[config.mk]
export PLATFORM = sky130hd
export DESIGN_NAME = cpu_step_ctrl
export DESIGN_NICKNAME = d
export VERILOG_FILES = /design/src/rtl/cpu_step_ctrl.sv
export SDC_FILE = /design/constraint.sdc
export NUM_CORES = 1
export LEC_CHECK = 0
export CAP_MARGIN = 20
export CORE_ASPECT_RATIO = 1.75
export CORE_MARGIN = 4
export CORE_UTILIZATION = 35
export DETAILED_ROUTE_END_ITERATION = 10
export GPL_ROUTABILITY_DRIVEN = 0
export SETUP_SLACK_MARGIN = 0.05
export SLEW_MARGIN = 25
export SYNTH_ARGS = -nofsm -noshare
export SYNTH_HDL_FRONTEND = slang
export SYNTH_SLANG_ARGS = --single-unit
[constraint.sdc]
create_clock -name clk -period 6.6 [get_ports clk]
set_clock_uncertainty 0.1 [all_clocks]
set_input_delay 0.99 -clock clk [delete_from_list [all_inputs] [get_ports clk]]
set_output_delay 0.99 -clock clk [all_outputs]
set_load 0.01 [all_outputs]
[src/rtl/cpu_step_ctrl.sv]
// ---------------------------------------------------------------------------
// cpu_step_ctrl
//
// Generates a single-cycle clock-enable pulse (cpuEn) for a CPU core that runs
// on clk.  The core is never clocked from a derived clock.  Three modes:
//   HALT  (00) : one enable per debounced press of the step button
//   RUN   (01) : free-running enables at a rate picked by rateSel
//   BURST (10) : burstLen enables at the rateSel rate, then back to HALT
//
// Optional feature (build macro CPU_STEP_BREAKPOINT_EN):
//   In RUN/BURST an enable that would fire while bpEn is high and
//   pcAddr == bpAddr is dropped, the block halts and bpHit is set.  bpHit
//   clears when the block leaves HALT or takes a step.  The first enable after
//   leaving HALT skips the compare so the CPU can resume from the breakpoint.
//   Without the macro bpHit is tied low and bpEn/bpAddr/pcAddr are ignored.
//
// Ports
//   clk        : single clock, all logic on the rising edge
//   rst        : synchronous, active-high reset
//   stepBtn    : raw asynchronous step button, active-low
//   runReq     : one-cycle request HALT -> RUN
//   burstReq   : one-cycle request HALT -> BURST (ignored if burstLen == 0)
//   haltReq    : one-cycle request RUN/BURST -> HALT (wins over other requests)
//   rateSel    : run-rate select; all-ones means one enable per clk
//   burstLen   : enables per burst
//   bpEn       : breakpoint enable
//   bpAddr     : breakpoint address
//   pcAddr     : current CPU program address
//   cpuEn      : registered one-cycle enable pulse
//   state      : current mode, HALT=00 RUN=01 BURST=10
//   halted     : high while in HALT
//   bpHit      : sticky breakpoint flag
//   stepCount  : count of cpuEn pulses, wraps modulo 2^CNT_W
// ---------------------------------------------------------------------------
module cpu_step_ctrl #(
    parameter int BASE_DIV   = 1200000,
    parameter int RATE_SHIFT = 1,
    parameter int RSEL_W     = 2,
    parameter int PC_W       = 12,
    parameter int BURST_W    = 8,
    parameter int CNT_W      = 16,
    parameter int DEB_CYCLES = 120000
) (
    input  logic               clk,
    input  logic               rst,
    input  logic               stepBtn,
    input  logic               runReq,
    input  logic               burstReq,
    input  logic               haltReq,
    input  logic [RSEL_W-1:0]  rateSel,
    input  logic [BURST_W-1:0] burstLen,
    input  logic               bpEn,
    input  logic [PC_W-1:0]    bpAddr,
    input  logic [PC_W-1:0]    pcAddr,
    output logic               cpuEn,
    output logic [1:0]         state,
    output logic               halted,
    output logic               bpHit,
    output logic [CNT_W-1:0]   stepCount
);

    // The tick counter never exceeds BASE_DIV-1, the debounce counter never
    // exceeds DEB_CYCLES-1.
    localparam int DIV_W = (BASE_DIV > 1) ? $clog2(BASE_DIV) : 1;
    localparam int DEB_W = (DEB_CYCLES > 1) ? $clog2(DEB_CYCLES) : 1;

    typedef enum logic [1:0] {
        S_HALT  = 2'b00,
        S_RUN   = 2'b01,
        S_BURST = 2'b10
    } stateT;

    stateT              stateQ;
    logic [BURST_W-1:0] remaining;
    logic [DIV_W-1:0]   tickCnt;
    logic [RSEL_W-1:0]  rateSelQ;

    // -----------------------------------------------------------------------
    // Step button: 2-flop synchroniser, then a stability-window debouncer.
    // Flops reset to 1 so a released button never looks like a press.
    // -----------------------------------------------------------------------
    logic             sync1;
    logic             sync2;
    logic             debLvl;
    logic [DEB_W-1:0] debCnt;
    logic             stepEvt;

    always_ff @(posedge clk) begin
        if (rst) begin
            sync1   <= 1'b1;
            sync2   <= 1'b1;
            debLvl  <= 1'b1;
            debCnt  <= '0;
            stepEvt <= 1'b0;
        end else begin
            sync1   <= stepBtn;
            sync2   <= sync1;
            stepEvt <= 1'b0;
            if (sync2 == debLvl) begin
                // Any bounce back to the current level restarts the window.
                debCnt <= '0;
            end else if (debCnt == DEB_W'(DEB_CYCLES - 1)) begin
                // DEB_CYCLES consecutive differing samples: accept the level.
                debLvl  <= sync2;
                debCnt  <= '0;
                // Event only on press (debounced 1 -> 0).
                stepEvt <= debLvl;
            end else begin
                debCnt <= debCnt + DEB_W'(1);
            end
        end
    end

    // -----------------------------------------------------------------------
    // Rate divisor.  Large shifts saturate at a divisor of 1.
    // -----------------------------------------------------------------------
    logic [31:0]      divFull;
    logic [DIV_W-1:0] divM1;
    logic             tick;

    always_comb begin
        divFull = 32'(BASE_DIV) >> (RATE_SHIFT * int'(rateSel));
        if ((rateSel == '1) || (divFull == 32'd0)) begin
            divFull = 32'd1;
        end
    end

    assign divM1 = DIV_W'(divFull - 32'd1);
    assign tick  = (stateQ != S_HALT) && (tickCnt == divM1);

    // -----------------------------------------------------------------------
    // Request decode.  haltReq beats everything, runReq beats burstReq.
    // -----------------------------------------------------------------------
    logic enterRun;
    logic enterBurst;

    assign enterRun   = (stateQ == S_HALT) && !haltReq && runReq;
    assign enterBurst = (stateQ == S_HALT) && !haltReq && !runReq &&
                        burstReq && (burstLen != '0);

    // Would-be enable before the breakpoint filter.  haltReq drops any enable
    // in the cycle it is sampled; a finished burst issues nothing more.
    logic wouldEn;
    logic bpStop;
    logic nextEn;

    always_comb begin
        wouldEn = 1'b0;
        case (stateQ)
            S_HALT:  wouldEn = stepEvt;
            S_RUN:   wouldEn = tick && !haltReq;
            S_BURST: wouldEn = tick && !haltReq && (remaining != '0);
            default: wouldEn = 1'b0;
        endcase
    end

    assign nextEn = wouldEn && !bpStop;

    // -----------------------------------------------------------------------
    // Mode FSM, enable pulse, step counter, tick counter.
    // stepCount moves on the same edge that raises cpuEn, so a CPU sampling
    // stepCount sees the count including the pulse it is executing.
    // -----------------------------------------------------------------------
    always_ff @(posedge clk) begin
        if (rst) begin
            stateQ    <= S_HALT;
            cpuEn     <= 1'b0;
            stepCount <= '0;
            remaining <= '0;
            tickCnt   <= '0;
            rateSelQ  <= '0;
        end else begin
            cpuEn     <= nextEn;
            stepCount <= stepCount + CNT_W'(nextEn);
            rateSelQ  <= rateSel;

            // Held at 0 in HALT, so entry to RUN/BURST always starts from 0
            // and the first enable lands exactly one divisor after entry.
            if ((stateQ == S_HALT) || (rateSel != rateSelQ) || tick) begin
                tickCnt <= '0;
            end else begin
                tickCnt <= tickCnt + DIV_W'(1);
            end

            case (stateQ)
                S_HALT: begin
                    if (enterRun) begin
                        stateQ <= S_RUN;
                    end else if (enterBurst) begin
                        stateQ    <= S_BURST;
                        remaining <= burstLen;
                    end
                end
                S_RUN: begin
                    if (haltReq || bpStop) begin
                        stateQ <= S_HALT;
                    end
                end
                S_BURST: begin
                    // remaining==0 means the last pulse went out last cycle.
                    if (haltReq || bpStop || (remaining == '0)) begin
                        stateQ    <= S_HALT;
                        remaining <= '0;
                    end else if (nextEn) begin
                        remaining <= remaining - BURST_W'(1);
                    end
                end
                default: begin
                    stateQ    <= S_HALT;
                    remaining <= '0;
                end
            endcase
        end
    end

    assign state  = stateQ;
    assign halted = (stateQ == S_HALT);

    // -----------------------------------------------------------------------
    // Breakpoint logic
    // -----------------------------------------------------------------------
`ifdef CPU_STEP_BREAKPOINT_EN
    // Set on leaving HALT, cleared by the first enable that goes out, so the
    // CPU can resume while still sitting on the breakpoint address.
    logic skipCmp;

    assign bpStop = (stateQ != S_HALT) && wouldEn && !skipCmp &&
                    bpEn && (pcAddr == bpAddr);

    always_ff @(posedge clk) begin
        if (rst) begin
            skipCmp <= 1'b0;
            bpHit   <= 1'b0;
        end else begin
            if (enterRun || enterBurst) begin
                skipCmp <= 1'b1;
            end else if (nextEn) begin
                skipCmp <= 1'b0;
            end

            if (bpStop) begin
                bpHit <= 1'b1;
            end else if (enterRun || enterBurst ||
                         ((stateQ == S_HALT) && stepEvt)) begin
                bpHit <= 1'b0;
            end
        end
    end
`else
    logic unusedBp;

    assign bpStop   = 1'b0;
    assign bpHit    = 1'b0;
    assign unusedBp = ^{bpEn, bpAddr, pcAddr};
`endif

endmodule

Word-level counts from Yosys, hierarchy flattened
Index checks and enable logic that the tools add are counted.

Bits in registers: 71. Input bits: 41. Logic and storage cells: 71.

Add/sub/neg operators: 5. Equal/unequal tests: 13. Shifts and indexed selects: 1. Multiplexer cells: 12. Bitwise operators: 3. Reductions and logical operators: 26.

Operator list (count): logical NOT 32 bit (1); 2-to-1 mux 8 bit (4); right shift 21 x 2 -> 32 bit, first input constant (1); one-hot mux 8 bit (3 select lines) (1); adder 21 x 1 -> 21 bit, second input constant (1); == test 21 bit (1); 2-to-1 mux 21 bit (1); subtractor 21 x 1 -> 21 bit, second input constant (1); adder 17 x 1 -> 17 bit, second input constant (1); == test 17 bit, second input constant (1); adder 16 x 1 -> 16 bit (1); nonzero test 8 bit (2); logical AND 1 bit (8); logical NOT 8 bit (1); 2-to-1 mux 2 bit (4); subtractor 8 x 1 -> 8 bit, second input constant (1); inequality test 2 bit, second input constant (3); one-hot mux 2 bit (3 select lines) (1); OR reduction 3 bit (2); == test 2 bit, second input constant (2); logical OR 1 bit (4); AND reduction 4 bit (1); inequality test 3 x 1 -> 1 bit, second input constant (1); inequality test 3 bit, second input constant (1); other kinds (12) (15).

Logic depth before layout (Yosys ltp)
Gate-level depths: netlist of the first run.

Depth in word-level cells: 13. Mapped depth: 14. Gate-level depth less buffers: 14.

Worst setup path before layout of the first run
Ideal clock, no wire load.

Path kind: input to register. Start: input port rateSel[0]. End: register stepCount[14]. Setup time: 128 ps. Arrival time: 3169 ps. Data required time: 6372 ps. Slack: 3203 ps. Cell stages on the path: 14. Buffers on the path: 0. Cell sequence: inv_1 -> ha_1 -> nor4_1 -> o2111ai_1 -> nor3_1 -> and4_1 -> a22o_1 -> ha_1 -> ha_1 -> nand4_1 -> nor2_1 -> nand4_1 -> xor2_1 -> nor2_1.

Cells in the longest elaborated chain, start to end: 11. Elaborated cells between the ends (all ways): 12. Those cells by class: 2 x add/sub; 2 x eq/ne; 1 x shift; 2 x mux; 5 x reduce/logical.

Ends and longest elaborated chain: start: declaration (line 50) `input logic [RSEL_W-1:0] rateSel,`; right shift 21 x 2 -> 32 bit (line 122) `divFull = 32'(BASE_DIV) >> (RATE_SHIFT * int'(rateSel));`; logical NOT 32 bit (line 123) `if ((rateSel == '1) || (divFull == 32'd0)) begin`; logical OR 1 bit (line 123); 2-to-1 mux 21 bit (*) (line 123); subtractor 21 x 1 -> 21 bit (*) (line 128) `assign divM1 = DIV_W'(divFull - 32'd1);`; == test 21 bit (*) (line 129) `assign tick = (stateQ != S_HALT) && (tickCnt == divM1);`; logical AND 1 bit (*) (line 129); logical AND 1 bit (*) (line 151, 152); logical AND 1 bit (line 152) `S_BURST: wouldEn = tick && !haltReq && (remaining != '0);`; one-hot mux 1 bit (3 select lines) (*) (line 149) `case (stateQ)`; named net nextEn (line 145) `logic nextEn;`; adder 16 x 1 -> 16 bit (*) (line 174) `stepCount <= stepCount + CNT_W'(nextEn);`; end signal: assignment (line 174); end: declaration (line 59) `output logic [CNT_W-1:0] stepCount`.

Mark *: on every way through the listed nets, which the timed path passes. The rest lies on a longest branch. A chain may end at the register's enable or synchronous reset.

Worst setup path in the final report of the first run
Same ends and word-level chain as after synthesis.

==> results of run 1 <==
## through the flow
step / setup WS, ns / area (sq um) / power [mW]
after floorplan: 3.20 / 3450 / 0.494
after global placement: 2.05 / 3910 / 0.515
after detailed placement: 2.01 / 3910 / 0.516
after CTS: 2.36 / 4200 / 1.00
after global routing: 2.09 / 4200 / 1.03
final: 2.37 / 4200 / 0.987
## Yosys cell counts (2+ instances only)
cell / number / share of area
nor2b_1: 4 / 0.0072
nand2_1: 23 / 0.025
xnor2_1: 22 / 0.056
a22oi_1: 6 / 0.013
or3_1: 7 / 0.013
nor2_1: 67 / 0.073
nor4_1: 6 / 0.011
and2_1: 2 / 0.0036
nand4_1: 10 / 0.018
buf_4: 2 / 0.0043
o22ai_1: 2 / 0.0036
inv_1: 12 / 0.013
nand3_1: 15 / 0.022
ha_1: 12 / 0.043
a211oi_1: 4 / 0.0087
o21ai_0: 8 / 0.012
or2_2: 3 / 0.0054
or2b_1: 2 / 0.0043
nor3_1: 8 / 0.012
dfxtp_1: 71 / 0.41
nor4b_1: 2 / 0.0051
nor3b_1: 4 / 0.0087
clkbuf_1: 7 / 0.0076
and3_1: 10 / 0.018
xor2_1: 35 / 0.089
a21oi_1: 12 / 0.017
or4_1: 5 / 0.011
and4_1: 5 / 0.013
nand2b_1: 5 / 0.0091
## sequential cells by signal, indices dropped and copies added (netlist names)
register	flops
stepEvt	1
tickCnt	21
state	2
remaining	8
rateSelQ	2
sync2	1
stepCount	16
cpuEn	1
debLvl	1
sync1	1
debCnt	17
## worst max-delay path by stage
stage               slack [ns]       endpoint  depth (start not counted)
detailed placement        2.01  stepCount[14]                         15
CTS                       2.36  stepCount[14]                         15
floorplan                 3.20  stepCount[14]                         14
global placement          2.05  stepCount[14]                         15
finish                    2.37  stepCount[14]                         15
global route              2.09  stepCount[14]                         15
## where the power goes
group | total [mW] | switching (mW) | internal, mW
clock | 0.480 | 0.186 | 0.294
combinational | 0.0667 | 0.0340 | 0.0326
sequential | 0.440 | 0.00603 | 0.434
total | 0.987 | 0.226 | 0.761
## placed cells by master (no fill, tap or decap), types with 9 or more instances in the layout
master	count
nor2_1	67
clkbuf_16	9
nand2_1	23
inv_1	12
ha_1	12
xor2_1	35
dfxtp_1	71
a21oi_1	12
and3_1	10
clkdlybuf4s50_1	35
nand4_1	10
xnor2_1	22
nand3_1	15
## cell families after synthesis
kind of cell	synth area share
AND/OR/NAND/NOR	0.281
other	0.00109
AO/OA/AOI/OAI	0.0848
adder cells (fa/ha/maj)	0.0435
multiplexers	0.00326
buffers and inverters	0.0297
XOR/XNOR	0.145
flip-flops	0.412
## metal layers
| layer | vias up | GRT usage | wire length, microns |
|---|---|---|---|
| met2 | 53 | 0.237 | 3760 |
| li1 | 1431 | - | - |
| met3 | 13 | 0.0378 | 303 |
| met1 | 1333 | 0.136 | 3010 |
| met4 | 0 | 0.0603 | 150 |
| met5 | - | 0 | 0 |
## cell type report
type                       count  area [sq um]
sequential                    71          1420
fill                         964          5320
timing repair buffer          36           358
multi-input combinational    299          1930
clock buffer                  10           229
inverter                      12          45.0
tap                          122           153
clock inverter                 6          70.1
==> results.cfg, run 1 <==
[outcome]
status = completed

[logic_synthesis]
syn_area_per_cell_sq_um = 8.78
syn-num-nets = 446
synthArstFlopShare = 0
synth_edf_count = 0
yosysWarnings = 0
yosysSeqAreaShare = 0.412
ys_types = 51
synth_seq_cells = 71
syn_area_sq_mm = 0.00345
ys.flop_type = dfxtp_1
syn_inst = 393

[placement]
dp.cells = 540
io_buffer_count = 35
dp_hpwl_mm = 5.25

[clock_network]
cts_root_buf = clkbuf_16
cts_buffers = 9
clk_path_buf_depth = 2
post_cts.repair.setup_buffers = 0
tritoncts = built
cts_hold_buf = 0
clk_pin_slew_ns = 0.06
clock_sinks = 71
cts_resized = 0
clock_latency_ns = 0.33
htree_levels = 3

[die]
die_h_microns = 139
die_w_microns = 83.1
initial_utilization = 0.362
ios = 62
dieArea_sq_mm = 0.0116
rows = 47
core_sq_mm = 0.00953

[grt]
antenna_found_initial = 0
grt_max_degree = 40
grt_pass1_wl_mm = 12.4
grt_pass1_vias = 2743
grt_usage = 0.130
grt-ovfl-total = 0

[worst_setup_path]
cp.arrival_ns = 4.34
crit_type = in2reg
cpMaxStageDelayCell = clkdlybuf4s50_1
r2r-end = stepCount[14]
cp-start-kind = input port
path_cells = clkdlybuf4s50_1 > inv_1 > ha_1 > nor4_1 > o2111ai_1 > nor3_1 > and4_1 > a22o_1 > ha_1 > ha_1 > nand4_1 > nor2_1 > nand4_1 > xor2_1 > nor2_1
cpPeakStageDelay_ns = 0.61
critPathMaxFanout = 5
worstSetupStartpoint = rateSel[0]
path_buf_inv = 2
r2r_start = state[1]
crit_required_ns = 6.71
r2r_slack_ns = 3.46
worstSetupEndpointType = register
reg2reg_depth = 11
crit_path_frequent_cell = ha_1
critical-path-top-delay-family = simple AND/OR/NAND/NOR gates

[routing]
wl_per_cell_microns = 13.0
vias = 2830
detail-route-antenna-nets = 0
drc = 0
drt_iter0_markers = 106
drt_first_pass_iters = 4
avgViaCountPerCell = 5.09
drt-total-wl_mm = 7.22

[sta]
tightestPinTransition_ns = 0.951
final.setup.tns_ns = 0
hold_slack_ns = 0.319
rsz0062_at_grt = false
max_freq_ghz = 0.237
fin_crit_ns = 4.23
setup_viol = 0
hold_viol = 0
period_share = 0.640
maxSlewHeadroom = 0.364
slew_viol_final = 0

[min_path]
hold_depth = 1
hold_start = sync1
min_path_type = reg2reg
min_delay_worst_endpoint = sync2

[power]
ir_drop_uv = 138
cellPowerDensity_mw_per_mm2 = 235
p_leak_nw = 1.46

[cells_and_area]
drive_above_1_share = 0.0645
final_util = 0.441
nets = 482
insertedDiodeCount = 0
stdcell_count = 556
area_growth_pct = 21.8

[flow_run]
maxCapViolations = 0
Note: power is estimated with default switching activity, not from simulation.
==> inputs of run 2 (changes only) <==
==> constraint.sdc (replaced) <==
create_clock -name clk -period 3.8 [get_ports clk]
set_clock_uncertainty 0.1 [all_clocks]
set_input_delay 0.57 -clock clk [delete_from_list [all_inputs] [get_ports clk]]
set_output_delay 0.57 -clock clk [all_outputs]
set_load 0.01 [all_outputs]
==> results.cfg, run 2 (same netlist as run 1, synthesis figures left out) <==
[worst_setup_path]
r2r_slack_ns = 0.98
cpMaxStageDelayCell = clkdlybuf4s50_1
crit_required_ns = 3.91
r2r-end = stepCount[14]
path_buf_inv = 2
cpPeakStageDelay_ns = 0.50
r2r_start = remaining[3]
critical-path-top-delay-family = simple AND/OR/NAND/NOR gates
critPathMaxFanout = 4
crit_type = in2reg
path_cells = clkdlybuf4s50_1 > inv_1 > ha_1 > nor4_1 > o2111ai_1 > nor3_1 > and4_1 > a22o_1 > ha_1 > ha_1 > nand4_1 > nor2_1 > nand4_1 > xor2_1 > nor2_1
reg2reg_depth = 12
crit_path_frequent_cell = ha_1
cp-start-kind = input port
worstSetupEndpointType = register
cp.arrival_ns = 3.46

[clock_network]
clock_sinks = 71
tritoncts = built
post_cts.repair.setup_buffers = 0
cts_hold_buf = 0
clk_pin_slew_ns = 0.05
htree_levels = 3
cts_resized = 0
clock_latency_ns = 0.33
cts_root_buf = clkbuf_16
clk_path_buf_depth = 2
cts_buffers = 9

[placement]
dp_hpwl_mm = 5.37
io_buffer_count = 35

[grt]
grt-ovfl-total = 0
antenna_found_initial = 0
grt_usage = 0.133
grt_pass1_wl_mm = 12.6
grt_pass1_vias = 2731
grt_max_degree = 22

[sta]
hold_viol = 0
setup_viol = 0
maxSlewHeadroom = 0.515
final.setup.tns_ns = 0
max_freq_ghz = 0.299
period_share = 0.881
slew_viol_final = 0
fin_crit_ns = 3.35
rsz0062_at_grt = false
tightestPinTransition_ns = 0.727

[cells_and_area]
final_util = 0.449
final_common_cell = dfxtp_1
largest_reg_flops = 21
area_growth_pct = 23.8
layout_common_cells = dfxtp_1, nor2_1, xor2_1, clkdlybuf4s50_1, nand2_1
drive_above_1_share = 0.0854
insertedDiodeCount = 0
largestRegisters = tickCnt (21), debCnt (17), stepCount (16)
largest-register = tickCnt
nets = 494

[routing]
vias = 2844
avgViaCountPerCell = 5.02
drc = 0
drt_iter0_markers = 88
detail-route-antenna-nets = 0
drt-total-wl_mm = 7.30
drt_first_pass_iters = 6
wl_per_cell_microns = 12.9

[die]
dieArea_sq_mm = 0.0116
rows = 47
die_h_microns = 139
core_sq_mm = 0.00953
initial_utilization = 0.362
ios = 62
die_w_microns = 83.1

[power]
p_leak_nw = 1.52
finalPower_mw = 1.68
ir_drop_uv = 256
cellPowerDensity_mw_per_mm2 = 394

[flow_run]
maxCapViolations = 0

[min_path]
min_delay_worst_endpoint = sync2
hold_start = sync1
hold_depth = 1
min_path_type = reg2reg

[outcome]
status = completed
==> run 2: cell types whose count changed in the layout (fill, tap and decap cells not counted), sizes merged <==
cell and change:
buf +12, clkbuf +1, clkinv +1, clkinvlp -2, inv -1
==> run 2: worst max path at each step <==
stage	start	endpoint	slack, ns	depth (start not counted)
after floorplan	rateSel[0]	stepCount[14]	0.82	14
after detailed placement	rateSel[0]	stepCount[14]	0.07	15
after global routing	rateSel[0]	stepCount[14]	0.18	15
final	rateSel[0]	stepCount[14]	0.45	15
after global placement	rateSel[0]	stepCount[14]	0.12	15
after CTS	rateSel[0]	stepCount[14]	0.42	15
==> run 2: cell type report <==
class / instances / area (sq um)
fill: 947 / 5250
timing repair buffer: 48 / 448
multi-input combinational: 299 / 1930
clock buffer: 11 / 233
sequential: 71 / 1420
tap: 122 / 153
inverter: 12 / 45.0
clock inverter: 4 / 47.5
==> run 2: per-layer routing <==
layer	track usage	vias to the layer above	part of all wire
li1	-	1453	-
met1	0.144	1342	0.42
met2	0.231	38	0.52
met3	0.0390	11	0.038
met4	0.0689	0	0.024
met5	0	-	0
==> run 2: report_power, final <==
part | total, mW | internal (mW) | leakage, nW | switching (mW)
clock network | 0.798 | 0.502 | 0.135 | 0.296
logic | 0.121 | 0.0611 | 0.813 | 0.0600
registers | 0.764 | 0.754 | 0.574 | 0.00991
==> run 2: through the flow <==
| step | setup WS, ns | instances | instance area, sq um | hold slack, ns |
|---|---|---|---|---|
| CTS | 0.416 | 567 | 4280 | 0.312 |
| global route | 0.185 | 567 | 4280 | 0.318 |
| global placement | 0.119 | 552 | 4000 | 0.292 |
| detailed placement | 0.0712 | 552 | 4000 | 0.299 |
| finish | 0.453 | 567 | 4280 | 0.310 |
| floorplan | 0.823 | 393 | 3450 | 0.289 |
==> run 2: worst register-to-register path, delay by kind of cell, from the launching register on <==
| family | cells | cell delay (ns) |
|---|---|---|
| fa+ha+maj | 2 | 0.38 |
| mux | 1 | 0.21 |
| compound gates | 2 | 0.48 |
| simple gates | 6 | 1.03 |
| xor+xnor | 1 | 0.15 |
| flops | 1 | 0.35 |
==> inputs of run 3 (changes only) <==
--- a/config.mk
+++ b/config.mk
@@ -9,6 +9,7 @@
 export CORE_ASPECT_RATIO = 1.75
 export CORE_MARGIN = 4
 export CORE_UTILIZATION = 35
+export CTS_BUF_LIST = sky130_fd_sc_hd__clkbuf_16
 export DETAILED_ROUTE_END_ITERATION = 10
 export GPL_ROUTABILITY_DRIVEN = 0
 export SETUP_SLACK_MARGIN = 0.05
==> results.cfg, run 3 (same netlist as run 1, synthesis figures left out) <==
[worst_setup_path]
critPathMaxFanout = 4
cp.arrival_ns = 3.46
worstSetupEndpointType = register
reg2reg_depth = 12
cp-start-kind = input port
r2r-end = stepCount[14]
worstSetupStartpoint = rateSel[0]
r2r_start = remaining[3]
r2r_slack_ns = 0.98
crit_type = in2reg
crit_end = stepCount[14]
crit_required_ns = 3.91

[clock_network]
clk_pin_slew_ns = 0.05
post_cts.repair.setup_buffers = 0
tritoncts = built
cts_root_buf = clkbuf_16
cts_resized = 0
cts_buffers = 9
htree_levels = 3
clk_path_buf_depth = 2
cts_hold_buf = 0
clock_latency_ns = 0.33
clock_sinks = 71

[grt]
grt_pass1_vias = 2731
grt-ovfl-total = 0
grt_pass1_wl_mm = 12.6
grt_usage = 0.133
grt_max_degree = 22
antenna_found_initial = 0

[cells_and_area]
final_area_sq_mm = 0.00428
drive_above_1_share = 0.0854
insertedDiodeCount = 0
largest_reg_flops = 21
area_growth_pct = 23.8
layout_common_cells = dfxtp_1, nor2_1, xor2_1, clkdlybuf4s50_1, nand2_1
largestRegisters = tickCnt (21), debCnt (17), stepCount (16)
nets = 494
largest-register = tickCnt
final_common_cell = dfxtp_1

[die]
core_sq_mm = 0.00953
initial_utilization = 0.362
ios = 62
dieArea_sq_mm = 0.0116
die_w_microns = 83.1
die_h_microns = 139
rows = 47

[routing]
drc = 0
vias = 2844
avgViaCountPerCell = 5.02
drt_first_pass_iters = 6
drt_iter0_markers = 88
drt-total-wl_mm = 7.30
detail-route-antenna-nets = 0
wl_per_cell_microns = 12.9

[placement]
placed_cell_area_sq_mm = 0.00400
dp_hpwl_mm = 5.37
io_buffer_count = 35

[sta]
tightestPinTransition_ns = 0.727
max_freq_ghz = 0.299
fin_crit_ns = 3.35
hold_slack_ns = 0.310
setup_viol = 0
slew_viol_final = 0
hold_viol = 0
final.setup.tns_ns = 0
rsz0062_at_grt = false
period_share = 0.881
maxSlewHeadroom = 0.515

[flow_run]
maxCapViolations = 0

[outcome]
status = completed

[power]
ir_drop_uv = 256
p_leak_nw = 1.53
cellPowerDensity_mw_per_mm2 = 393

[min_path]
min_path_type = reg2reg
run 3: cell count changes in the layout (fill, tap and decap cells not counted):
cell      before  now
inv_1         12   14
clkbuf_1       2    0
run 3: per-stage QoR:
step / setup WS, ns / util / power, mW / std cells
2_1_floorplan: 0.823 / - / 0.858 / 393
3_3_place_gp: 0.119 / 0.419 / 0.899 / 552
3_5_place_dp: 0.0712 / 0.419 / 0.901 / 552
4_1_cts: 0.416 / 0.449 / 1.71 / 567
5_1_grt: 0.185 / 0.449 / 1.75 / 567
6_report: 0.453 / 0.449 / 1.68 / 567
run 3: area by class of cell:
| type | instances | area, sq um |
|---|---|---|
| well taps | 122 | 153 |
| clock buffers | 9 | 225 |
| fillers | 947 | 5250 |
| inverters | 12 | 45.0 |
| flip-flops and latches | 71 | 1420 |
| clock inverters | 6 | 55.1 |
| repair buffers | 48 | 448 |
| multi-input cells | 299 | 1930 |
run 3: worst min-delay path by stage:
stage          slack, ns  startpoint    end  depth (start not counted)
6_report            0.31       sync1  sync2                          1
5_1_grt             0.32       sync1  sync2                          1
4_1_cts             0.31       sync1  sync2                          1
3_5_place_dp        0.30       sync1  sync2                          1
3_3_place_gp        0.29       sync1  sync2                          1
2_1_floorplan       0.29       sync1  sync2                          1
run 3: worst max-delay path, cell delays in order:
cell and delay (ns):
clkdlybuf4s50_1 0.50, inv_1 0.10, ha_1 0.23, nor4_1 0.24, o2111ai_1 0.16, nor3_1 0.21, and4_1 0.26, a22o_1 0.17
ha_1 0.16, ha_1 0.16, nand4_1 0.17, nor2_1 0.20, nand4_1 0.13, xor2_1 0.15, nor2_1 0.06
run 3: where the power goes:
| group | total [mW] | switching [mW] | internal (mW) |
|---|---|---|---|
| Combinational | 0.121 | 0.0600 | 0.0611 |
| Clock | 0.793 | 0.297 | 0.496 |
| Sequential | 0.764 | 0.00991 | 0.754 |
run 3: metal layers:
metal / share of wire / track usage / up-vias
met2: 0.52 / 0.231 / 38
met4: 0.024 / 0.0689 / 0
met1: 0.42 / 0.144 / 1342
li1: - / - / 1453
met5: 0 / 0 / -
met3: 0.038 / 0.0390 / 11
